<file path="config.mk">
export PLATFORM = sky130hd
export DESIGN_NAME = ccff_chain_loader
export DESIGN_NICKNAME = d
export VERILOG_FILES = /design/src/rtl/ccff_loader_pkg.sv /design/src/rtl/ccff_chain_loader.sv
export SDC_FILE = /design/constraint.sdc
export NUM_CORES = 1
export LEC_CHECK = 0
export ABC_CLOCK_PERIOD_IN_PS = 2300
export CORE_MARGIN = 8
export CORE_UTILIZATION = 36
export DETAILED_ROUTE_END_ITERATION = 8
export SETUP_SLACK_MARGIN = 0.3
export SYNTH_ARGS = -nofsm -noshare
export SYNTH_HDL_FRONTEND = slang
export SYNTH_SLANG_ARGS = --single-unit
</file>
<file path="constraint.sdc">
create_clock -name prog_clk -period 2.3 [get_ports prog_clk]
set_input_delay 0.575 -clock prog_clk [delete_from_list [all_inputs] [get_ports prog_clk]]
set_output_delay 0.575 -clock prog_clk [all_outputs]
set_load 0.02 [all_outputs]
</file>
<file path="src/rtl/ccff_loader_pkg.sv">
// Shared types and defaults for the configuration-chain loader.
// Holds the FSM state encoding and the default chain geometry.
package ccff_loader_pkg;

   typedef enum logic [1:0] {
      IDLE  = 2'd0,
      FETCH = 2'd1,
      SHIFT = 2'd2,
      DONE  = 2'd3
   } state_e;

   // One cbx: 10 muxes x 5 config bits.
   localparam int unsigned CHAIN_LEN_DEF = 50;
   localparam int unsigned BYTE_W        = 8;

endpackage

</file>
<file path="src/rtl/ccff_chain_loader.sv">
// Serialises host bitstream bytes into a ccff chain head and gates its prog_clk,
// capturing the tail bits as they shift out for byte-wise readback.
module ccff_chain_loader
   import ccff_loader_pkg::*;
#(
   parameter int unsigned CHAIN_LEN = CHAIN_LEN_DEF,
   parameter int unsigned DATA_W    = BYTE_W
) (
   input  logic              prog_clk,
   input  logic              prog_reset_n,
   input  logic              start,
   input  logic [DATA_W-1:0] s_data,
   input  logic              s_valid,
   output logic              s_ready,
   output logic              ccff_head,
   output logic              ccff_clk_en,
   input  logic              ccff_tail,
   output logic [DATA_W-1:0] rb_data,
   output logic              rb_valid,
   output logic              busy,
   output logic              done
);

   localparam int unsigned CNT_W = $clog2(CHAIN_LEN + 1);
   localparam int unsigned BB_W  = $clog2(DATA_W + 1);

   state_e            state_q,     state_d;
   logic [DATA_W-1:0] shreg_q,     shreg_d;
   logic [DATA_W-1:0] rb_shreg_q,  rb_shreg_d;
   logic [DATA_W-1:0] rb_data_q,   rb_data_d;
   logic              rb_valid_q,  rb_valid_d;
   logic [CNT_W-1:0]  bits_left_q, bits_left_d;
   logic [BB_W-1:0]   byte_bits_q, byte_bits_d;
   logic [BB_W-1:0]   byte_len_q,  byte_len_d;
   logic              head_q,      head_d;
   logic              clk_en_q,    clk_en_d;
   logic [BB_W-1:0]   take;
   logic              last_shift;

   // Bits taken from the next byte: a full byte, or whatever is left of the chain.
   always_comb begin
      if (bits_left_q >= CNT_W'(DATA_W)) begin
         take = BB_W'(DATA_W);
      end else begin
         take = BB_W'(bits_left_q);
      end
   end

   always_comb begin
      // NOTE: every output of this block gets a default first, so no latch can be inferred.
      state_d     = state_q;
      shreg_d     = shreg_q;
      rb_shreg_d  = rb_shreg_q;
      rb_data_d   = rb_data_q;
      rb_valid_d  = 1'b0;
      bits_left_d = bits_left_q;
      byte_bits_d = byte_bits_q;
      byte_len_d  = byte_len_q;
      last_shift  = 1'b0;

      unique case (state_q)
         IDLE, DONE: begin
            if (start) begin
               state_d     = FETCH;
               bits_left_d = CNT_W'(CHAIN_LEN);
            end
         end
         FETCH: begin
            if (s_valid) begin
               state_d     = SHIFT;
               shreg_d     = s_data;
               rb_shreg_d  = '0;
               byte_bits_d = take;
               byte_len_d  = take;
            end
         end
         SHIFT: begin
            shreg_d    = shreg_q >> 1;
            rb_shreg_d = {ccff_tail, rb_shreg_q[DATA_W-1:1]};
            bits_left_d = (bits_left_q != '0) ? bits_left_q - CNT_W'(1) : '0;
            byte_bits_d = (byte_bits_q != '0) ? byte_bits_q - BB_W'(1) : '0;
            last_shift  = (bits_left_d == '0) || (byte_bits_q <= BB_W'(1));
            if (last_shift) begin
               rb_valid_d = 1'b1;
               // Tail bits enter at the MSB; right-justify a partial byte into bit 0.
               rb_data_d  = rb_shreg_d >> (BB_W'(DATA_W) - byte_len_q);
               state_d    = (bits_left_d == '0) ? DONE : FETCH;
            end
         end
         default: state_d = IDLE;
      endcase

      clk_en_d = (state_d == SHIFT);
      head_d   = clk_en_d & shreg_d[0];
   end

   always_ff @(posedge prog_clk or negedge prog_reset_n) begin
      if (!prog_reset_n) begin
         state_q     <= IDLE;
         shreg_q     <= '0;
         rb_shreg_q  <= '0;
         rb_data_q   <= '0;
         rb_valid_q  <= 1'b0;
         bits_left_q <= CNT_W'(CHAIN_LEN);
         byte_bits_q <= '0;
         byte_len_q  <= '0;
         head_q      <= 1'b0;
         clk_en_q    <= 1'b0;
      end else begin
         // NOTE: non-blocking assignments for all state so every register sees pre-edge values.
         state_q     <= state_d;
         shreg_q     <= shreg_d;
         rb_shreg_q  <= rb_shreg_d;
         rb_data_q   <= rb_data_d;
         rb_valid_q  <= rb_valid_d;
         bits_left_q <= bits_left_d;
         byte_bits_q <= byte_bits_d;
         byte_len_q  <= byte_len_d;
         head_q      <= head_d;
         clk_en_q    <= clk_en_d;
      end
   end

   assign s_ready     = (state_q == FETCH);
   assign busy        = (state_q == FETCH) || (state_q == SHIFT);
   assign done        = (state_q == DONE);
   assign ccff_head   = head_q;
   assign ccff_clk_en = clk_en_q;
   assign rb_data     = rb_data_q;
   assign rb_valid    = rb_valid_q;

endmodule
</file>
## Word-level counts from Yosys, hierarchy flattened

Cells that the tools add are included.
W data, S select, Z words.

- Word-level logic and storage cells: 55
- Latch bits: 0
- Memory bits (writable): 0
- Register bits after elaboration: 43
- Bits of input ports: 13
- Memories kept: 0
- Bits in read-only memories: 0

- Bitwise logic cells: 1
- $lt $le $gt $ge: 2
- Div/mod/pow operators: 0
- Reductions and logical operators: 13
- Mux-type cells: 18
- Equality and inequality tests: 6
- Shifts and indexed selects: 1
- Add/sub/neg operators: 3
- Multipliers: 0

Operators by type and width:

| kind | number |
|---|---|
| $pmux W8 S2 | 2 |
| $mux W8 | 2 |
| $mux W4 | 3 |
| $mux W6 | 2 |
| $pmux W6 S2 | 1 |
| $mux W2 | 4 |
| $pmux W4 S2 | 1 |
| $reduce_and A2 Y1 | 4 |
| $shr A8 B4 Y8 | 1 |
| $eq A2 B2 Y1 const B | 3 |
| $ge A6 B4 Y1 const B | 1 |
| $logic_not A6 Y1 | 1 |
| $pmux W2 S3 | 1 |
| $reduce_bool A6 Y1 | 1 |
| $sub A6 B1 Y6 const B | 1 |
| $le A4 B1 Y1 const B | 1 |
| $ne A2 B2 Y1 const B | 2 |
| $reduce_bool A2 Y1 | 2 |
| $reduce_bool A4 Y1 | 1 |
| $sub A4 B1 Y4 const B | 1 |
| $sub A4 B4 Y4 const A | 1 |
| $eq A2 B1 Y1 const B | 1 |
| $logic_not A2 Y1 | 1 |
| $logic_or A1 B1 Y1 | 2 |
| 3 further kinds | 4 |

## Depth between registers and ports, before layout

Gate-level depths: netlist of the first run.

- Depth after elaboration: 8
- Gate-level depth with buffers: 8

## Worst setup path after synthesis of the first run

No wires, ideal clock.

- Path type: flip-flop to flip-flop
- Start point: reg bits_left_q[1]
- End point: reg rb_data_q[0] (netlist: rb_data[0])
- Setup slack: 0.168 ns
- Data required time: 2.175 ns
- Cell stages (with the launch flop): 9
- Arrival: 2.007 ns
- Path through: dfstp_2 > inv_1 > ha_1 > a21oi_1 > nand4b_1 > a2111oi_4 > o21bai_2 > buf_12 > mux2_4

- Cells in the longest elaborated chain, start to end: 5
- Elaborated cells on any way between the ends: 6
- Those cells by class: add/sub (1); mux (1); reduce/logical (4)

Ends and longest elaborated chain:

| item | RTL line | source |
|---|---|---|
| start, declared | ccff_chain_loader.sv:32 | `logic [CNT_W-1:0] bits_left_q, bits_left_d;` |
| start signal, assigned | ccff_chain_loader.sv:104 | `bits_left_q <= CNT_W'(CHAIN_LEN);` |
| start signal, assigned | ccff_chain_loader.sv:116 | `bits_left_q <= bits_left_d;` |
| $sub A6 B1 Y6 or $reduce_bool A6 Y1 (tied branches) | ccff_chain_loader.sv:80 | `bits_left_d = (bits_left_q != '0) ? bits_left_q - CNT_W'(1) : '0;` |
| $mux W6 (*) | ccff_chain_loader.sv:80 |  |
| $logic_not A6 Y1 (*) | ccff_chain_loader.sv:82 | `last_shift = (bits_left_d == '0) \|\| (byte_bits_q <= BB_W'(1));` |
| $logic_or A1 B1 Y1 (*) | ccff_chain_loader.sv:82 |  |
| $reduce_and A2 Y1 (no source line) (*) | -- |  |
| end signal, assigned | ccff_chain_loader.sv:114 | `rb_data_q <= rb_data_d;` |
| end, declared | ccff_chain_loader.sv:30 | `logic [DATA_W-1:0] rb_data_q, rb_data_d;` |

Mark *: on every way between the ends. The rest lies on a longest branch, timed or not.
A chain may end at the register's enable or synchronous reset.

## Worst setup path in the final report of the first run

- Start point: reg bits_left_q[1]
- End point: reg rb_data_q[4] (netlist: rb_data[4])

Same word-level chain as after synthesis.

==> results of run 1 <==
## through the flow
step	cell area, um2	util, %	setup slack, ns	hold slack, ns	std cells
CTS	3050	45.5	0.115	0.227	370
floorplan	2500	-	0.211	0.279	254
detailed placement	2910	43.3	0.0992	0.463	359
global route	3080	45.8	0.00511	0.266	372
finish	3080	45.8	0.113	0.219	372
global placement	2910	43.3	0.117	0.459	359
## worst paths after layout
| kind | startpoint | to | slack [ns] | cells after the start |
|---|---|---|---|---|
| hold / removal | prog_reset_n | rb_data[3] | 0.22 | 1 |
| min in group prog_clk | shreg_q[1] | shreg_q[1] | 0.48 | 2 |
| setup reg to reg | bits_left_q[1] | rb_data[4] | 0.11 | 7 |
| hold reg to reg | shreg_q[1] | shreg_q[1] | 0.48 | 2 |
| max in group asynchronous | prog_reset_n | bits_left_q[5] | 1.51 | 2 |
| setup / recovery | bits_left_q[1] | rb_data[4] | 0.11 | 7 |
## per-layer routing
layer	vias up	GRT usage, %
met2	33	19.2
met4	0	3.19
met5	-	0
li1	978	-
met1	947	15.4
met3	7	3.59
## sequential cells by signal, indices dropped and copies added (netlist names)
register	flops
bits_left_q	6
byte_bits_q	4
byte_len_q	4
ccff_clk_en	1
ccff_head	1
rb_data	8
rb_shreg_q	7
rb_valid	1
shreg_q	8
state_q	2
## where the power goes
group          total [W]  switching [W]  internal [W]
clock network   0.000612       0.000286      0.000326
registers        0.00125       0.000230       0.00102
logic            0.00210        0.00117      0.000930
## cell families (layout without fill, tap and decap cells)
logic type | after synthesis | after routing
flops | 42 | 42
mux | 30 | 30
simple gates | 72 | 72
buf+inv | 31 | 68
compound gates | 71 | 72
fa+ha+maj | 6 | 6
xor+xnor | 2 | 2
## Yosys cell counts, types with 2 or more instances
cell      instances
or3_1             2
nand3_1           2
inv_1            16
a211oi_1          2
dfrtp_1          39
mux2_2            2
nor3_1            6
mux2i_1          19
nand2_1          28
clkbuf_1         11
nor2_1           15
nor2b_1           2
a21oi_1          11
nand2b_1          6
o22ai_1           3
a221o_1           2
and3_1            2
o31ai_1           2
a22o_1            2
o21ai_0          24
buf_2             2
a22oi_1          14
mux2_4            8
nand4b_1          2
ha_1              6
dfstp_2           3
## what timing repair did
action	CTS	global route
pin swaps	0	3
endpoints found under the setup margin	11	14
resized for setup	5	11
buffers inserted	2	2
gates cloned	1	0
hold endpoints to repair	0	0
## layout make-up
type                    count  area [um2]  area share [%]
clock inverters             3        43.8            1.42
clock buffers               5        68.8            2.24
inverters                  16        60.1            1.95
flip-flops and latches     42        1060            34.3
repair buffers             44         410            13.3
well taps                  80         100            3.25
multi-input cells         182        1340            43.4
==> results.yml, run 1 <==
critical_path:
  critPathMaxStageDelay_ns: 0.55
  path_buf_inv: 1
  cp_cell_sequence: "inv_2 > ha_4 > a21oi_2 > nand4b_1 > a2111oi_4 > o21bai_4 > mux2_4"
  arrival_ns: 2.39
  cp_data_required_time_ns: 2.50
  crit_type: "register to register"
  cp-end-kind: "register"
  start_kind: "register"
  crit_slowest_cell: "dfstp_2"
  critical_path.top_delay_family: "compound AO/OA/AOI/OAI gates"
  cp_max_fo: 5
clock_tree:
  holdBufCountCts: 0
  cts_tree: "built"
  worstSkewPairLatency_ns: 0.31
  root_buffer: "clkbuf_8"
  cts_sinks: 42
  clock_path_buffers: 2
  cts_buffers: 5
  clk_pin_slew_worst_paths_ns: 0.09
  cts.htree.levels: 2
route:
  wl_met1_um: 2690
  drtIter0Drc: 57
  vias_per_cell: 5.28
  num_vias: 1965
  wl_per_cell_um: 15.7
  routed_wl_um: 5820
  ant_nets: 0
  met2_length_um: 2810
  top_layer_used: "met4"
  post-route-drc-count: 0
  dr_wl_met3_um: 269
  drtPass1Iterations: 4
synth:
  synth_top_family_by_area: "compound AO/OA/AOI/OAI gates"
  synth.ff_latch_count: 42
  ys_types: 49
  synth_area_leaders: "dfrtp_1 (39%), mux2i_1 (7.7%), o21ai_0 (4.8%), mux2_4 (4.8%), a22oi_1 (4.2%)"
  synth_cells: 254
  synth-seq-area-share_pct: 42.6
  synth_xor_xnor_area_share_pct: 1.01
  synth_fp_nets: 273
  synthSimpleGateAreaFrac_pct: 14.2
  ys_warn_count: 0
  synth-edff-count: 0
  synthFlopType: "dfrtp_1"
  synth_largest_area_cell: "dfrtp_1"
  synth_mux_area_share_pct: 14.3
  synth_compound_area_share_pct: 19.4
  synth_adder_area_share_pct: 3.03
  yosysTopAreaCellShare_pct: 39.4
  async_flop_share_pct: 100
  synth_area_um2: 2480
  avgSynthCellArea_um2: 9.75
sta:
  timing.fmax_ghz: 0.457
  slew_headroom_pct: 66.2
  finalHoldViolCount: 0
  drv_slew: 0
  finalClockSkew_ns: 0.00867
  min_period_over_period_pct: 95.1
  setup_viol: 0
  rsz0062_at_grt: "yes"
  finalSetupTns_ns: 0
  finalCriticalPeriod_ns: 2.19
  tightest_slew_ns: 0.502
placed_design:
  dp_hpwl_um: 4100
  gp_congestion: 0.895
  port_buffers: 26
final_layout:
  drive_gt1_share_pct: 19.9
  final_common_cell: "dfrtp_1"
  final_cell_mix: "dfrtp_1 (38), nand2_1 (28), o21ai_0 (24)"
  area_delta_synth_final_pct: 24.1
  num_antenna_cells: 0
  num-fill-cells: 656
  nNetsFinal: 310
floorplan:
  die_x_um: 99.0
  start_util_pct: 36.9
  rows: 30
  die_area_um2: 9790
  io_pins: 27
  die_h_um: 99.0
  core_um2: 6720
grt:
  antenna_found_initial: 0
  grt_pass1_vias: 1938
  grt_pass1_wl_um: 9640
  grt.total_usage_pct: 12.0
  overflow: 0
  grt_max_degree: 35
run_status:
  outcome: "finished, final reports clean"
power_and_ir_drop:
  total_power_w: 0.00396
  peakVddDrop_uv: 668
  p_leak_nw: 1.32
  powerDensity_nw_per_um2: 1290
worst_hold_path:
  min_path_type: "input pin to asynchronous set/reset pin"
job:
  cap_violations: 0
Note: power is estimated with default switching activity, not from simulation.
==> run 2, diff against run 1 <==
--- a/config.mk
+++ b/config.mk
@@ -9,6 +9,7 @@
 export CORE_MARGIN = 8
 export CORE_UTILIZATION = 36
 export DETAILED_ROUTE_END_ITERATION = 8
+export DONT_BUFFER_PORTS = 1
 export SETUP_SLACK_MARGIN = 0.3
 export SYNTH_ARGS = -nofsm -noshare
 export SYNTH_HDL_FRONTEND = slang
==> results.yml, run 2 (synthesis results as in run 1) <==
run_status:
  outcome: "finished, final reports clean"
sta:
  timing.fmax_ghz: 0.459
  min_period_over_period_pct: 94.7
  rsz0062_at_grt: "yes"
  finalCriticalPeriod_ns: 2.18
  tightest_slew_ns: 0.714
  finalSetupTns_ns: 0
  finalHoldViolCount: 0
  slew_headroom_pct: 52.3
  drv_slew: 0
  finalClockSkew_ns: 0.00536
  setup_viol: 0
  finalWorstSetupSlack_ns: 0.121
  hold_slack_ns: 0.109
final_layout:
  final_util_pct: 41.7
  final_cell_mix: "dfrtp_1 (39), nand2_1 (28), o21ai_0 (24)"
  final_common_cell: "dfrtp_1"
  area_delta_synth_final_pct: 13.0
  num_antenna_cells: 0
  drive_gt1_share_pct: 19.2
  nNetsFinal: 279
critical_path:
  crit_type: "register to register"
  cp_data_required_time_ns: 2.49
  start_kind: "register"
  cp_max_fo: 5
  cp-end-kind: "register"
  arrival_ns: 2.36
clock_tree:
  clock_path_buffers: 2
  cts_sinks: 42
  cts.htree.levels: 2
  worstSkewPairLatency_ns: 0.29
  root_buffer: "clkbuf_8"
  clk_pin_slew_worst_paths_ns: 0.09
  cts_buffers: 5
  cts_tree: "built"
power_and_ir_drop:
  powerDensity_nw_per_um2: 1340
  total_power_w: 0.00375
  p_comb_share_pct: 45.2
  pwr-share-clk_pct: 18.7
  peakVddDrop_uv: 562
  p_int_w: 0.00216
  p_sw_share_pct: 42.5
  pwr-share-seq_pct: 36.1
  switchingPower_w: 0.00159
  p_leak_nw: 1.20
route:
  wl_met1_um: 2570
  wl_per_cell_um: 16.2
  drtPass1Iterations: 4
  drtIter0Drc: 60
  met2_length_um: 2620
  routed_wl_um: 5510
  num_vias: 1865
  dr_wl_met3_um: 277
  post-route-drc-count: 0
  vias_per_cell: 5.47
  top_layer_used: "met4"
  ant_nets: 0
floorplan:
  core_um2: 6720
  die_area_um2: 9790
  rows: 30
  io_pins: 27
  start_util_pct: 36.9
  die_h_um: 99.0
  die_x_um: 99.0
grt:
  antenna_found_initial: 0
  grt_pass1_wl_um: 9440
  grt_max_degree: 40
  grt.total_usage_pct: 11.8
  grt_pass1_vias: 1922
  overflow: 0
worst_hold_path:
  min_path_type: "input pin to asynchronous set/reset pin"
placed_design:
  port_buffers: 0
  place_ws_ns: 0.110
  dp_hpwl_um: 3780
  gp_congestion: 0.831
job:
  cap_violations: 0
-- run 2: worst paths after layout --
check                               start       endpoint  slack (ns)  depth (start not counted)
max                        bits_left_q[1]     rb_data[4]        0.12                          7
min                          prog_reset_n     rb_data[7]        0.11                          1
min in group prog_clk           ccff_tail  rb_shreg_q[7]        0.42                          2
max in group asynchronous    prog_reset_n     shreg_q[4]        1.99                          1
max reg2reg                bits_left_q[1]     rb_data[4]        0.12                          7
min reg2reg                    shreg_q[1]     shreg_q[1]        0.49                          2
-- run 2: repair_timing --
action                     in CTS  in global routing
pin swaps                       0                  3
resized for setup               2                  5
hold endpoints to repair       39                  0
cloned                          1                  0
hold buffers                    1                  0
setup buffers                   2                  1
setup endpoints to repair       9                 15
-- run 2: cell type report --
type,instances,area (um2)
fillers,653,3920
multi-input cells,182,1330
flip-flops and latches,42,1050
repair buffers,13,114
well taps,80,100
clock buffers,5,68.8
clock inverters,3,68.8
inverters,16,62.6
-- run 2: power by group through the flow --
stage	combinational, W	sequential, W	clock, W
6_report	0.00170	0.00136	0.000703
5_1_grt	0.00191	0.00140	0.000749
4_1_cts	0.00168	0.00136	0.000723
3_5_place_dp	0.00161	0.00137	0
3_3_place_gp	0.00159	0.00137	0
2_1_floorplan	0.00130	0.00129	0
-- run 2: stage by stage --
stage	instances	instance area (um2)
after CTS	340	2780
after floorplan	254	2500
final	341	2800
after global routing	341	2800
after detailed placement	328	2590
after global placement	328	2590
-- run 2: metal layers --
| layer | track usage (%) | vias to the layer above |
|---|---|---|
| met5 | 0 | - |
| met4 | 3.54 | 0 |
| met3 | 2.89 | 4 |
| met2 | 19.3 | 40 |
| met1 | 14.9 | 899 |
| li1 | - | 922 |
-- run 2: critical path, stage by stage, from the launching register on --
cell and delay, ns:
dfstp_2 0.54, inv_2 0.05, ha_4 0.28, a21oi_2 0.05, nand4b_1 0.21, a2111oi_4 0.33
o21bai_4 0.27, mux2_4 0.33
